File: config.mk
export PLATFORM = sky130hd
export DESIGN_NAME = memory_unit_ws
export DESIGN_NICKNAME = d
export VERILOG_FILES = /design/src/rtl/memory_unit_ws.sv
export SDC_FILE = /design/constraint.sdc
export NUM_CORES = 2
export LEC_CHECK = 0
export BUFFER_PORTS_ARGS = -buffer_cell sky130_fd_sc_hd__buf_4
export CAP_MARGIN = 20
export CORE_MARGIN = 4
export CORE_UTILIZATION = 40
export DETAILED_ROUTE_END_ITERATION = 16
export MAX_ROUTING_LAYER = met4
export PLACE_DENSITY = 0.66
export SLEW_MARGIN = 10
export SYNTH_ARGS = -nofsm -noshare
export SYNTH_HDL_FRONTEND = slang
export SYNTH_SLANG_ARGS = --single-unit
export TNS_END_PERCENT = 30
File: constraint.sdc
create_clock -name clock -period 5.79 [get_ports clock]
set_clock_uncertainty 0.2 [all_clocks]
set_input_delay 1.158 -clock clock [delete_from_list [all_inputs] [get_ports clock]]
set_output_delay 1.158 -clock clock [all_outputs]
set_load 0.03 [all_outputs]
File: src/rtl/memory_unit_ws.sv
// Byte-lane data/instruction memory with a wait-state access sequencer.
// Requests are latched in IDLE, held through WAIT, and performed on the edge leaving ACCESS.
module memory_unit_ws #(
    parameter int DATA_W      = 16,
    parameter int LANE_W      = 8,
    parameter int ADDR_W      = 8,
    parameter int WAIT_STATES = 1
) (
    input  logic                       clock,
    input  logic                       reset,
    input  logic                       memRd,
    input  logic                       memWr,
    input  logic [1:0]                 addr_sel,
    input  logic [DATA_W-1:0]          PC,
    input  logic [DATA_W-1:0]          R6,
    input  logic [DATA_W-1:0]          AluOut,
    input  logic [DATA_W-1:0]          wr_data,
    input  logic [DATA_W/LANE_W-1:0]   byte_en,
    input  logic                       ir_wr,
    output logic                       busy,
    output logic                       done,
    output logic                       err,
    output logic [DATA_W-1:0]          mdr,
    output logic [DATA_W-1:0]          ir,
    output logic [1:0]                 dbg_state
);
    localparam int N_LANES = DATA_W / LANE_W;
    localparam int DEPTH   = 1 << ADDR_W;
    localparam logic [3:0] WAIT_LOAD = 4'(WAIT_STATES);

    typedef enum logic [1:0] {
        S_IDLE   = 2'd0,
        S_WAIT   = 2'd1,
        S_ACCESS = 2'd2
    } state_t;

    state_t state, state_nxt;

    logic [3:0]          wait_cnt;
    logic [ADDR_W-1:0]   lat_addr;
    logic [DATA_W-1:0]   lat_data;
    logic [N_LANES-1:0]  lat_be;
    logic                lat_ir;
    logic                lat_wr;
    logic [DATA_W-1:0]   mem [DEPTH];

    logic                req_ok;
    logic                req_bad;
    logic [ADDR_W-1:0]   sel_addr;

    // Exactly one direction and a real address source make a request acceptable.
    assign req_ok  = (memRd ^ memWr) && (addr_sel != 2'b11);
    assign req_bad = (memRd | memWr) && !req_ok;

    always_comb begin
        sel_addr = PC[ADDR_W-1:0];
        case (addr_sel)
            2'b01:   sel_addr = R6[ADDR_W-1:0];
            2'b10:   sel_addr = AluOut[ADDR_W-1:0];
            default: sel_addr = PC[ADDR_W-1:0];
        endcase
    end

    always_comb begin
        state_nxt = state;
        case (state)
            S_IDLE: begin
                if (req_ok)
                    state_nxt = (WAIT_STATES == 0) ? S_ACCESS : S_WAIT;
            end
            // Counter reaches zero on the same edge that enters ACCESS.
            S_WAIT: begin
                if (wait_cnt <= 4'd1)
                    state_nxt = S_ACCESS;
            end
            S_ACCESS: state_nxt = S_IDLE;
            default:  state_nxt = S_IDLE;
        endcase
    end

    always_ff @(posedge clock or posedge reset) begin
        if (reset) begin
            state    <= S_IDLE;
            wait_cnt <= 4'd0;
            busy     <= 1'b0;
            done     <= 1'b0;
            err      <= 1'b0;
            mdr      <= '0;
            ir       <= '0;
            lat_addr <= '0;
            lat_data <= '0;
            lat_be   <= '0;
            lat_ir   <= 1'b0;
            lat_wr   <= 1'b0;
        end else begin
            state <= state_nxt;
            busy  <= (state_nxt != S_IDLE);
            done  <= (state == S_ACCESS);
            err   <= (state == S_IDLE) && req_bad;

            if (state == S_IDLE && req_ok) begin
                lat_addr <= sel_addr;
                lat_data <= wr_data;
                lat_be   <= byte_en;
                lat_ir   <= ir_wr;
                lat_wr   <= memWr;
                wait_cnt <= WAIT_LOAD;
            end else if (state == S_WAIT) begin
                wait_cnt <= wait_cnt - 4'd1;
            end

            if (state == S_ACCESS && !lat_wr) begin
                if (lat_ir) begin
                    ir <= mem[lat_addr];
                end else begin
                    for (int k = 0; k < N_LANES; k++)
                        if (lat_be[k])
                            mdr[k*LANE_W +: LANE_W] <= mem[lat_addr][k*LANE_W +: LANE_W];
                end
            end
        end
    end

    // The array is never reset; an aborted write cannot reach it because reset forces IDLE.
    always_ff @(posedge clock) begin
        if (state == S_ACCESS && lat_wr) begin
            for (int k = 0; k < N_LANES; k++)
                if (lat_be[k])
                    mem[lat_addr][k*LANE_W +: LANE_W] <= lat_data[k*LANE_W +: LANE_W];
        end
    end

    assign dbg_state = state;

endmodule

# Word-level counts from Yosys, hierarchy flattened
# Memory sizes are Yosys's and may differ from the RTL's.
# Index checks and enable logic that the tools add are counted.
[totals] reg_bits=69 ram_bits=4096 inputBits=73 output_inout_bits=37 wordCells=50 mem_count=1
[classes] addsub=1 order_cmp=1 eq_ne=5 mux=12 bitwise_logic=3 reduce_logical=14
[memory_table] memory="mem" depth=256 width=16 rd=1 rd_clocked_by_memory_dff=0 write_ports=1 line="45" source="logic [DATA_W-1:0] mem [DEPTH];"
[ops] cell="$pmux W8 S2" n=1
[ops] cell="$mux W4" n=2
[ops] cell="$logic_and A1 B1 Y1" n=6
[ops] cell="$mux W1" n=6
[ops] cell="$reduce_and A3 Y1" n=2
[ops] cell="$eq A2 B1 Y1 const B" n=2
[ops] cell="$eq A2 B2 Y1 const B" n=2
[ops] cell="$le A4 B1 Y1 const B" n=1
[ops] cell="$mux W2" n=2
[ops] cell="$pmux W2 S2" n=1
[ops] cell="$reduce_bool A2 Y1" n=2
[ops] cell="$sub A4 B1 Y4 const B" n=1
[ops] cell="$logic_not A1 Y1" n=2
[ops] cell="$logic_not A2 Y1" n=1
[ops] cell="$ne A2 B2 Y1 const B" n=1
[ops] cell="$reduce_and A2 Y1" n=1
[ops] cell="$not A1 Y1" n=1
[ops] cell="$or A1 B1 Y1" n=1
[ops] cell="$xor A1 B1 Y1" n=1

# Logic depth before layout (Yosys ltp)
[depth] depth_word=5 depth_mapped=13 ltp_nobuf=6

# Worst setup path before layout
# No wires, ideal clock.
[synth_timing] path_kind="flip-flop to flip-flop" startpoint="reg lat_data[0]" endpoint="mem mem[0][0] (data pin)" setup_ns=0.804 arrival_time_ns=3.183 required_ns=4.786 setup_slack_ns=1.603 path_stages_with_launch=1 n_path_buf=0 synth_period_minus_slack_ns=4.187 path_cell_list="dfrtp_1"
[synth_lines] item="start, declared" line="41" source="logic [DATA_W-1:0] lat_data;"
[synth_lines] item="start signal, assigned" line="103" source="lat_data <= wr_data;"
[synth_lines] item="end, declared" line="45"
# Straight into the memory's write port.

# Final worst setup path
[layout_timing] startpoint="reg state[0], in the netlist dbg_state[0]" endpoint="mem mem[199][7], enable pin"
[layout_via] elab_chain_len=4
[layout_lines] item="start, declared" line="37" source="state_t state, state_nxt;"
[layout_lines] item="start signal, assigned" line="96" source="state <= state_nxt;"
[layout_lines] item="$eq A2 B2 Y1" line="126" source="if (state == S_ACCESS && lat_wr) begin"
[layout_lines] item="$logic_and A1 B1 Y1" line="126"
[layout_lines] item="$mux W1" line="126"
[layout_lines] item="$mux W1 (implied by the code)" line="129" source="mem[lat_addr][k*LANE_W +: LANE_W] <= lat_data[k*LANE_W +: LANE_W];"
# Every way passes these cells.

==> summary.md <==
| Metric | Value |
|---|---|
| GRT met1 Usage | `0.2569` |
| CP Max Fanout | `16` |
| Fill cell count | `between 30,000 and 40,000` |
| Synth cell count leaders | `4,096 x edfxtp_1, 720 x mux4_2, 655 x mux2i_1` |
| Slew headroom | `0.1800` |
| Fin crit period | `approximately 4.8 ns` |
| DRT Wirelength | `between 400 and 500 mm` |
| Syn Std Cell Area | `0.1617 mm²` |
| Met2 Usage GRT | `0.3067` |
| Num CTS Buffers | `395` |
| Root Driver | `clkbuf_16` |
| Hold buffer count at CTS | `0` |
| Largest net degree at the start of global routing | `213` |
| Peak VDD IR | `0.4388 mV` |
| Post-synth top area cell | `edfxtp_1` |
| Post-synthesis sequential area ratio | `0.7712` |
| Layout area overhead | `12.64%` |
| Pwr dens | `471.0 mW/mm²` |
| Synthesized area per cell | `19.97 µm²` |
| Pre-Repair DR Iteration Count | `6` |
| Nets | `8,376` |
| RSZ-0062 raised after global routing | `false` |
| Status | `finished clean` |
| Gates resized, CTS repair | `0` |
| Antenna violations before repair | `9` |
| Core Region | `0.4026 mm²` |
| Clk pwr share | `0.301` |
| Die area | `0.4145 mm²` |
| Fin crit share | `0.8220` |
| Vias per inst | `slightly below 6` |
| Worst EP required | `between 6 and 7 ns` |
| Critical path class | `flip-flop to flip-flop` |
| Setup Slack @ Placement | `1.134 ns` |
| Power Total | `0.08581 W` |
| Yosys cell types | `59` |
| Number of port buffers | `85` |
| Area contributors post-synth | `edfxtp_1 76%, mux4_2 10%, mux2i_1 4.1%, nor2_1 1.3%, dfrtp_1 1.1%` |
| Sequential fraction of design power | `0.453` |
| Htree depth | `5` |
| Power Internal | `~0.06 W` |
| DR DRC count | `0` |
| Critical Path AT | `around 5.1 ns` |
| Hold Path Class | `input pin to asynchronous set/reset pin` |
| Most common cell in the netlist | `edfxtp_1` |
| Initial Util | `0.4017` |
| First-pass GRT wire length | `a little under 600 mm` |
| Sw Pwr | `about 0.026 W` |
| Startpoint Class | `flip-flop` |
| Final Slew Violations | `0` |
| Finish-stage setup viols | `0` |
| Max Cap Viol | `0` |
| Routability congestion estimate | `between 0.8 and 0.9` |
| Ys async rst share | `0.01657` |
| Gr busiest metal | `met2` |
| FP Rows | `233` |
| GRT met3 Usage | `0.03708` |
| Ys Warns | `0` |
| Die width | `643.9 µm` |
| Die height | `643.9 µm` |
| #FFs+latches synth | `4,165` |
| CTS tree | `built` |
| Main flop type after synthesis | `edfxtp_1` |
| Net switching fraction of the power | `0.3069` |
| Tightest Pin Transition | `1.225 ns` |
| Combinational Power Share | `0.246` |
| Area share of the largest cell type after synthesis | `0.7605` |
| WL/cell | `28.66 µm` |
| Share of cells above drive strength 1 | `0.2008` |
| TritonCTS Sinks | `~4,200` |
| EDFF count, synth | `4,096` |
| TNS Setup | `0 ns` |
| Max Root-Sink Buffers | `4` |
| CP Capture Type | `flip-flop` |
| Clock Latency Late Sink | `0.92 ns` |
| Mapped Nets | `8,178` |
| Postcts setup bufs | `0` |
| Final HPWL DP | `approximately 250 mm` |
| Reg2reg path depth | `6` |
| Final worst-path setup slack | `1.030 ns` |
| GRT Total Usage | `0.1955` |
| Leak | `roughly 56 nW` |
| Final hold vios | `0` |
| I/O Pins | `110` |
| Vias in the first global route | `approximately 81,000` |
| Gr ovfl total | `0` |
| Mapped Cells | `roughly 8,100` |
| Clk slew on worst S/H paths | `0.06 ns` |
| Post-DRT Antenna Nets | `0` |
| Max Fclk | `210.1 MHz` |
| Number of DRC markers in iteration 0 | `9,219` |
| Total number of vias | `81,043` |
[per-stage QoR]
step	hold slack (ns)	util	instance area, µm²	instances
5_1_grt	0.1784	0.4524	182100	14035
2_1_floorplan	0.2517	-	161700	8099
3_3_place_gp	0.2778	0.4198	169000	13297
4_1_cts	0.1320	0.4520	182000	14021
3_5_place_dp	0.2859	0.4200	169100	13300
6_report	0.1426	0.4525	182200	14047
[worst max-delay path, stage by stage, from the launching register on]
cell      delay [ns]
dfrtp_1         0.42
nand2b_1        0.46
inv_1           0.20
and3_1          0.91
nand3_2         0.97
buf_4           0.50
nor2_1          0.60
[area by class of cell]
type	instances	area [µm²]	area share
well taps	5405	6763	0.03713
repair buffers	340	3136	0.01721
inverters	14	55.05	0.0003022
flip-flops and latches	4165	124800	0.6851
clock inverters	226	2223	0.01221
multi-input cells	3381	34460	0.1892
clock buffers	495	10680	0.05860
diodes	21	52.55	0.0002885
[sequential cells by signal, summed over array words and instances, names as in the netlist]
name / cells
mem: 4096
ir: 16
lat_data: 16
mdr: 16
lat_addr: 8
wait_cnt: 4
dbg_state: 2
lat_be: 2
busy: 1
done: 1
err: 1
lat_ir: 1
lat_wr: 1
[power by group through the flow]
stage / Clock [W] / Sequential (W) / Combinational (W)
2_1_floorplan: 0 / 0.0413 / 0.0113
6_report: 0.0258 / 0.0389 / 0.0211
3_3_place_gp: 0 / 0.0397 / 0.0203
3_5_place_dp: 0 / 0.0397 / 0.0209
5_1_grt: 0.0275 / 0.0390 / 0.0222
4_1_cts: 0.0261 / 0.0391 / 0.0209
[layer usage]
layer / share of wire / wire length (µm)
met3: 0.090 / 36370
met5: 0 / 0
met2: 0.48 / 195000
met1: 0.39 / 155900
met4: 0.038 / 15190
[kinds of logic after synthesis]
logic type,after synthesis,share of synthesized area
flip-flops,4165,0.7712
multiplexers,1375,0.1408
AND/OR/NAND/NOR,1221,0.03412
AO/OA/AOI/OAI,777,0.03642
buffers and inverters,553,0.01686
adder cells (fa/ha/maj),6,0.0004642
XOR/XNOR,2,0.0001083
[worst paths after layout]
check	start	to	slack, ns
setup / recovery	dbg_state[0]	mem[199][7]	1.03
hold / removal	reset	lat_data[6]	0.14
setup reg to reg	dbg_state[0]	mem[199][7]	1.03
hold reg to reg	wait_cnt[3]	dbg_state[1]	0.30
max in group asynchronous	reset	lat_data[8]	4.05
min in group clock	wr_data[6]	lat_data[6]	0.22
[placed cells by master, fill, tap and decap left out, drive strengths merged, types with 6 or more instances in the layout]
| master | n |
|---|---|
| mux2i | 655 |
| o2111ai | 14 |
| a22oi | 169 |
| and3 | 52 |
| and2 | 9 |
| o21ai | 92 |
| clkinv | 161 |
| clkinvlp | 16 |
| o31ai | 15 |
| a21oi | 68 |
| a22o | 65 |
| a211oi | 20 |
| buf | 340 |
| dfrtp | 69 |
| clkbuf | 495 |
| o22ai | 32 |
| a2111oi | 17 |
| a221oi | 128 |
| and4 | 15 |
| edfxtp | 4096 |
| a41o | 42 |
| inv | 22 |
| nor4 | 19 |
| nand2b | 6 |
| nor2 | 576 |
| a21boi | 14 |
| diode | 21 |
| nand3 | 275 |
| a311oi | 14 |
| ha | 6 |
| a32oi | 14 |
| nand2 | 198 |
| a41oi | 16 |
| nand4 | 39 |
| a31oi | 51 |
| mux4 | 720 |
| bufinv | 41 |
| nor2b | 8 |
(Power assumes the default switching activity.)
